## config.mk

```make
export PLATFORM = sky130hd
export DESIGN_NAME = ifu_prefetch_flat
export DESIGN_NICKNAME = d
export VERILOG_FILES = /design/src/rtl/ifu_prefetch_if.sv /design/src/rtl/ifu_prefetch.sv /design/src/flat_wrapper.sv
export SDC_FILE = /design/constraint.sdc
export NUM_CORES = 1
export LEC_CHECK = 0
export BUFFER_PORTS_ARGS = -buffer_cell sky130_fd_sc_hd__buf_2
export CAP_MARGIN = 20
export CELL_PAD_IN_SITES_DETAIL_PLACEMENT = 0
export CELL_PAD_IN_SITES_GLOBAL_PLACEMENT = 1
export CORE_ASPECT_RATIO = 1.2
export CORE_MARGIN = 2
export CORE_UTILIZATION = 35
export CTS_BUF_LIST = sky130_fd_sc_hd__clkbuf_4 sky130_fd_sc_hd__clkbuf_8
export CTS_CLUSTER_DIAMETER = 50
export DETAILED_ROUTE_END_ITERATION = 8
export GPL_TIMING_DRIVEN = 1
export PLACE_DENSITY_LB_ADDON = 0.1
export SLEW_MARGIN = 20
export SYNTH_ARGS = -nofsm -noshare
export SYNTH_HDL_FRONTEND = slang
export SYNTH_SLANG_ARGS = --single-unit
```

## constraint.sdc

```tcl
create_clock -name clk -period 8.3 [get_ports clk]
set_clock_uncertainty 0.1 [all_clocks]
set_input_delay 0.83 -clock clk [delete_from_list [all_inputs] [get_ports clk]]
set_output_delay 0.83 -clock clk [all_outputs]
set_load 0.1 [all_outputs]
```

## src/rtl/ifu_prefetch_if.sv

```systemverilog
// rtl/ifu_prefetch_if.sv - fetch bus (ar/r) and decode-side instruction stream bundle
interface ifu_prefetch_if #(
    parameter int XLEN  = 64,
    parameter int BUS_W = 64
);
    logic             ar_valid;
    logic             ar_ready;
    logic [31:0]      ar_addr;
    logic             r_valid;
    logic             r_ready;
    logic [BUS_W-1:0] r_data;
    logic             r_err;
    logic             inst_valid;
    logic             inst_ready;
    logic [31:0]      inst;
    logic [XLEN-1:0]  inst_pc;
    logic             inst_err;

    modport master (
        output ar_valid, ar_addr, r_ready, inst_valid, inst, inst_pc, inst_err,
        input  ar_ready, r_valid, r_data, r_err, inst_ready
    );

    modport slave (
        input  ar_valid, ar_addr, r_ready, inst_valid, inst, inst_pc, inst_err,
        output ar_ready, r_valid, r_data, r_err, inst_ready
    );
endinterface

```

## src/rtl/ifu_prefetch.sv

```systemverilog
// rtl/ifu_prefetch.sv - sequential instruction prefetcher with redirect/flush and prefetch FIFO
module ifu_prefetch #(
    parameter int          XLEN     = 64,
    parameter logic [63:0] RESET_PC = 64'h8000_0000,
    parameter int          BUS_W    = 64,
    parameter int          FQ_DEPTH = 4
) (
    input  logic                      clk,
    input  logic                      rst,
    input  logic                      redirect_valid,
    input  logic [XLEN-1:0]           redirect_pc,
    ifu_prefetch_if.master            bus,
    output logic [$clog2(FQ_DEPTH):0] fq_count
);
    localparam int          AW        = $clog2(FQ_DEPTH);
    localparam int          CW        = AW + 1;
    localparam logic [31:0] ADDR_MASK = (BUS_W == 64) ? 32'hFFFF_FFF8 : 32'hFFFF_FFFC;

    typedef enum logic [1:0] {IDLE, ADDR, DATA, DRAIN} state_t;

    state_t          state_q, state_d;
    logic [XLEN-1:0] fetch_pc_q, fetch_pc_d;
    logic [31:0]     req_addr_q;
    logic            pending_flush_q, pending_flush_d;
    logic [XLEN-1:0] redirect_pc_word;

    logic [31:0]     inst_mem [FQ_DEPTH];
    logic [XLEN-1:0] pc_mem   [FQ_DEPTH];
    logic            err_mem  [FQ_DEPTH];
    logic [AW-1:0]   wr_ptr_q, rd_ptr_q;
    logic [CW-1:0]   count_q, count_d;
    logic            head_valid;
    logic            enq, deq, credit;
    logic [31:0]     beat_inst;

    assign redirect_pc_word = redirect_pc & ~XLEN'(3);

    generate
        if (BUS_W == 64) begin : g_bus64
            assign beat_inst = fetch_pc_q[2] ? bus.r_data[63:32] : bus.r_data[31:0];
        end else begin : g_bus32
            assign beat_inst = bus.r_data[31:0];
        end
    endgenerate

    // A redirect wins over both queue operations in the same cycle.
    assign head_valid = (count_q != '0);
    assign enq        = (state_q == DATA) && bus.r_valid && !redirect_valid;
    assign deq        = head_valid && bus.inst_ready && !redirect_valid;

    always_comb begin
        count_d = count_q;
        if (redirect_valid) begin
            count_d = '0;
        end else begin
            case ({enq, deq})
                2'b10:   count_d = count_q + CW'(1);
                2'b01:   count_d = count_q - CW'(1);
                default: count_d = count_q;
            endcase
        end
    end

    // Only one request is ever outstanding, so a free slot now is a slot for its response.
    assign credit = (count_d < CW'(FQ_DEPTH));

    always_comb begin
        state_d         = state_q;
        fetch_pc_d      = fetch_pc_q;
        pending_flush_d = pending_flush_q;
        if (redirect_valid) begin
            fetch_pc_d = redirect_pc_word;
        end
        case (state_q)
            IDLE: begin
                if (!redirect_valid && credit) begin
                    state_d = ADDR;
                end
            end
            ADDR: begin
                if (bus.ar_ready) begin
                    state_d         = (redirect_valid || pending_flush_q) ? DRAIN : DATA;
                    pending_flush_d = 1'b0;
                end else if (redirect_valid) begin
                    pending_flush_d = 1'b1;
                end
            end
            DATA: begin
                if (redirect_valid) begin
                    state_d = bus.r_valid ? IDLE : DRAIN;
                end else if (bus.r_valid) begin
                    fetch_pc_d = fetch_pc_q + XLEN'(4);
                    state_d    = credit ? ADDR : IDLE;
                end
            end
            DRAIN: begin
                if (bus.r_valid) begin
                    state_d = IDLE;
                end
            end
            default: state_d = IDLE;
        endcase
    end

    always_ff @(posedge clk or negedge rst) begin
        if (!rst) begin
            state_q         <= IDLE;
            fetch_pc_q      <= RESET_PC[XLEN-1:0];
            req_addr_q      <= '0;
            pending_flush_q <= 1'b0;
            wr_ptr_q        <= '0;
            rd_ptr_q        <= '0;
            count_q         <= '0;
        end else begin
            state_q         <= state_d;
            fetch_pc_q      <= fetch_pc_d;
            pending_flush_q <= pending_flush_d;
            count_q         <= count_d;
            // The address is captured on entry so a redirect while waiting cannot disturb it.
            if (state_d == ADDR && state_q != ADDR) begin
                req_addr_q <= fetch_pc_d[31:0] & ADDR_MASK;
            end
            if (redirect_valid) begin
                wr_ptr_q <= '0;
                rd_ptr_q <= '0;
            end else begin
                if (enq) wr_ptr_q <= wr_ptr_q + AW'(1);
                if (deq) rd_ptr_q <= rd_ptr_q + AW'(1);
            end
        end
    end

    always_ff @(posedge clk) begin
        if (enq) begin
            inst_mem[wr_ptr_q] <= beat_inst;
            pc_mem[wr_ptr_q]   <= fetch_pc_q;
            err_mem[wr_ptr_q]  <= bus.r_err;
        end
    end

    assign bus.ar_valid   = (state_q == ADDR);
    assign bus.ar_addr    = req_addr_q;
    assign bus.r_ready    = (state_q == DATA) || (state_q == DRAIN);
    assign bus.inst_valid = head_valid;
    assign bus.inst       = head_valid ? inst_mem[rd_ptr_q] : '0;
    assign bus.inst_pc    = head_valid ? pc_mem[rd_ptr_q] : '0;
    assign bus.inst_err   = head_valid ? err_mem[rd_ptr_q] : 1'b0;
    assign fq_count       = count_q;
endmodule

```

## src/flat_wrapper.sv

```systemverilog
// flat-port wrapper written by rule: the top's interface ports become plain ports
module ifu_prefetch_flat 
#(
    parameter int          XLEN     = 64,
    parameter logic [63:0] RESET_PC = 64'h8000_0000,
    parameter int          BUS_W    = 64,
    parameter int          FQ_DEPTH = 4
)
  (clk, rst, redirect_valid, redirect_pc, fq_count, bus_ar_valid, bus_ar_addr, bus_r_ready, bus_inst_valid, bus_inst, bus_inst_pc, bus_inst_err, bus_ar_ready, bus_r_valid, bus_r_data, bus_r_err, bus_inst_ready);
  ifu_prefetch_if #(.XLEN(XLEN), .BUS_W(BUS_W)) bus_i ();
  input  logic clk;
  input  logic rst;
  input  logic redirect_valid;
  input  logic [XLEN-1:0] redirect_pc;
  output logic [$clog2(FQ_DEPTH):0] fq_count;
  output wire logic [$bits(bus_i.ar_valid)-1:0] bus_ar_valid;
  output wire logic [$bits(bus_i.ar_addr)-1:0] bus_ar_addr;
  output wire logic [$bits(bus_i.r_ready)-1:0] bus_r_ready;
  output wire logic [$bits(bus_i.inst_valid)-1:0] bus_inst_valid;
  output wire logic [$bits(bus_i.inst)-1:0] bus_inst;
  output wire logic [$bits(bus_i.inst_pc)-1:0] bus_inst_pc;
  output wire logic [$bits(bus_i.inst_err)-1:0] bus_inst_err;
  input wire logic [$bits(bus_i.ar_ready)-1:0] bus_ar_ready;
  input wire logic [$bits(bus_i.r_valid)-1:0] bus_r_valid;
  input wire logic [$bits(bus_i.r_data)-1:0] bus_r_data;
  input wire logic [$bits(bus_i.r_err)-1:0] bus_r_err;
  input wire logic [$bits(bus_i.inst_ready)-1:0] bus_inst_ready;
  assign bus_ar_valid = bus_i.ar_valid;
  assign bus_ar_addr = bus_i.ar_addr;
  assign bus_r_ready = bus_i.r_ready;
  assign bus_inst_valid = bus_i.inst_valid;
  assign bus_inst = bus_i.inst;
  assign bus_inst_pc = bus_i.inst_pc;
  assign bus_inst_err = bus_i.inst_err;
  assign bus_i.ar_ready = bus_ar_ready;
  assign bus_i.r_valid = bus_r_valid;
  assign bus_i.r_data = bus_r_data;
  assign bus_i.r_err = bus_r_err;
  assign bus_i.inst_ready = bus_inst_ready;
  ifu_prefetch #(.XLEN(XLEN), .RESET_PC(RESET_PC), .BUS_W(BUS_W), .FQ_DEPTH(FQ_DEPTH)) u_core (.clk(clk), .rst(rst), .redirect_valid(redirect_valid), .redirect_pc(redirect_pc), .bus(bus_i), .fq_count(fq_count));
endmodule
```

==> impl_metrics.ini <==
[logic_synthesis]
synthesis.area_um2 = 20490
async_flop_share = 0.2098
syn-mean-instance-area_um2 = 16.82
synth-main-ff-cell = edfxtp_1
synth_area_leader_cell = edfxtp_1
netlist.area_leader.share = 0.5686
yosysSeqAreaShare = 0.6944
ys_ff_latch = 491
synth.yosys.warnings = 0
synth_commonest_cells = 388 x edfxtp_1, 102 x dfrtp_1, 101 x and2_1, 97 x mux4_2, 69 x mux2_2
netlist_instances = 1218
synthTopCellsByArea = edfxtp_1 57%, dfrtp_1 12%, mux4_2 11%
synth_edf_count = 388
synth_cell_type_count = 46
yosysMostFrequentCell = edfxtp_1

[worst_setup_path]
r2r_start = u_core.fq_count[2]$_DFF_PN0_
cp.required_ps = 7370
cp_slowest_stage_delay_ps = 1040
slowest_stage = dfrtp_4
crit_type = flop to output port
path_max_fanout = 56
start_kind = flop
critPathCaptureType = output port
crit_arrival_ps = 3490
worstPathCellList = buf_4 -> mux4_2 -> and2_1 -> buf_2
reg2reg_slack_ps = 4470
reg2reg_to = u_core.bus.ar_addr[30]$_DFFE_PN0P_
rr_worst_depth = 11

[route]
viasPerCell = 4.985
drt_first_iter_violations = 550
drc = 0
wl_met2_um = 26440
met1_length_um = 20900
firstDrtPassIters = 4
wl_per_cell_um = 21.87
dr_wl_met3_um = 2431
vias = 11570
drt_wl_total_um = 50760
drtAntennaViolNets = 0
highest_layer = met5

[sta]
hold_violations = 0
finalSetupTns_ps = 0
setup_violations = 0
fmax_mhz = 226.4
worstMarginPinSlew_ps = 1036
period_needed_ps = 4416
max-slew-margin-rel = 0.3093
rsz0062_at_grt = no
finalMaxSlewViolations = 0
min_period_over_period = 0.5321

[final_layout]
finish.utilization = 0.4176
area_delta_synth_final_pct = 18.49
nets = 1653
drive_above_1_share = 0.3859

[cts]
cts_tree = built
insertion_delay_ps = 660
cts-root-buf = clkbuf_8
cts_buffer_depth = 3
ctsResizeCount = 0
clk_pin_slew_worst_paths_ps = 60
cts_setup_buffers = 0
clock_sinks = 491
cts_made_buffers = 84
cts_hold_buf = 0
htree_levels = 3

[power_and_ir_drop]
intPower_uw = 4305
pwr-share-seq = 0.477
powerDensity_nw_per_um2 = 256.7
leakage_uw = 0.008720
combPwrFrac = 0.171
p_switching_uw = 1927
switching_share = 0.3091
peakVddDrop_uv = 227.0
clkPwrFrac = 0.351

[global_routing]
grt_max_degree = 75
track_usage = 0.1699
overflow = 0
antenna_found_initial = 5
grt_pass1_wl_um = 76220
grt_pass1_vias = 12410

[floorplan]
pin_count = 270
die-area_um2 = 60510
die_x_um = 224.9
start_util = 0.3525
core_um2 = 58130
row_count = 97
die_y_um = 269.1

[placement]
hpwl_um = 30610
place.gp.congestion = 0.6952
port_buffers = 264

[hold_path]
hold_class = primary input to async pin

[run]
drv_cap = 0

[outcome]
status = complete, no violations
## critical path, delay by kind of cell, from the launching register on
family,cells,cell delay [ps]
flops,1,1040
buf+inv,2,1200
simple gates,1,230
mux,1,320
## layer usage
layer / up-vias / GRT usage
li1: 5324 / -
met1: 5907 / 0.2044
met2: 257 / 0.3063
met3: 75 / 0.03422
met4: 8 / 0.05280
met5: - / 0
## stage by stage
step | std cells | power, µW | hold WS, ps | setup slack (ps) | cell area, µm²
floorplan | 1220 | 3848 | 368.7 | 3710 | 20500
global placement | 2165 | 4093 | 386.5 | 3915 | 22570
detailed placement | 2165 | 4106 | 391.3 | 3854 | 22570
CTS | 2320 | 6331 | 98.95 | 3661 | 24280
global route | 2321 | 6489 | 144.1 | 3673 | 24280
finish | 2321 | 6232 | 121.3 | 3884 | 24280
## power by group through the flow
| stage | Combinational [µW] | Sequential, µW | Clock [µW] |
|---|---|---|---|
| 3_5_place_dp | 1080 | 3020 | 0 |
| 4_1_cts | 1080 | 2980 | 2270 |
| 3_3_place_gp | 1070 | 3020 | 0 |
| 2_1_floorplan | 348 | 3500 | 0 |
| 5_1_grt | 1120 | 3000 | 2370 |
| 6_report | 1070 | 2970 | 2190 |
## worst max path at each step
stage                     slack, ps  cells past startpoint                          endpoint                      startpoint
after floorplan                3710                      5       u_core.err_mem[0]$_DFFE_PP_                  redirect_valid
after global placement         3910                      5  u_core.inst_mem[0][11]$_DFFE_PP_                  redirect_valid
after detailed placement       3850                      5    u_core.pc_mem[0][28]$_DFFE_PP_                  redirect_valid
after CTS                      3660                      4                   bus_inst_pc[35]  u_core.rd_ptr_q[1]$_DFFE_PN0P_
after global routing           3670                      4                   bus_inst_pc[35]  u_core.rd_ptr_q[1]$_DFFE_PN0P_
final                          3880                      4                   bus_inst_pc[35]  u_core.rd_ptr_q[1]$_DFFE_PN0P_
## registers in the layout (all words and copies together), names as in the netlist
signal                  count
u_core.bus.ar_addr         29
u_core.err_mem              4
u_core.pending_flush_q      1
u_core.state_q              2
u_core.pc_mem             256
u_core.rd_ptr_q             2
u_core.fetch_pc_q          64
u_core.wr_ptr_q             2
u_core.fq_count             3
u_core.inst_mem           128
## cells in the final DEF (no fill, tap or decap), types with 4 or more instances in the layout
| master | Yosys | routed |
|---|---|---|
| edfxtp_1 | 388 | 388 |
| buf_2 | 6 | 263 |
| and2_1 | 101 | 101 |
| dfrtp_1 | 102 | 99 |
| mux4_2 | 97 | 97 |
| clkbuf_8 | 0 | 96 |
| mux2_2 | 69 | 69 |
| nand2_1 | 45 | 45 |
| nor2_1 | 39 | 39 |
| o21ai_0 | 38 | 38 |
| clkbuf_4 | 0 | 35 |
| xor2_1 | 26 | 26 |
| nand4_1 | 25 | 25 |
| a21oi_1 | 21 | 21 |
| nand3_1 | 21 | 21 |
| nor4_1 | 20 | 20 |
| or3_1 | 19 | 18 |
| a31oi_1 | 17 | 17 |
| nor3_1 | 16 | 16 |
| inv_1 | 15 | 14 |
| buf_4 | 5 | 14 |
| xnor2_1 | 13 | 13 |
| clkinv_1 | 0 | 11 |
| and4_1 | 9 | 9 |
| and3_1 | 13 | 9 |
| ha_1 | 9 | 9 |
| clkinv_2 | 0 | 7 |
| nor2b_1 | 5 | 5 |
| o21a_1 | 4 | 4 |
| and3_4 | 0 | 4 |
| clkinvlp_4 | 0 | 4 |
## logic make-up after synthesis
kind of cell | Yosys count | share of synthesized area
muxes | 168 | 0.1455
buffers and inverters | 90 | 0.01960
DFF | 491 | 0.6944
and+or+nand+nor | 331 | 0.09342
adders and majority gates | 9 | 0.005496
other | 1 | 0.0001830
xor gates and xnor gates | 39 | 0.01667
AOI/OAI and AO/OA | 89 | 0.02467
## area by class of cell
| class | instances | area [µm²] |
|---|---|---|
| clock buffers | 131 | 1584 |
| repair buffers | 278 | 1441 |
| clock inverters | 24 | 123.9 |
| inverters | 15 | 56.30 |
| multi-input cells | 639 | 5904 |
| well taps | 742 | 928.4 |
| diodes | 1 | 2.502 |
| flip-flops and latches | 491 | 14240 |
| fillers | 5381 | 33860 |
(Power assumes the default switching activity.)
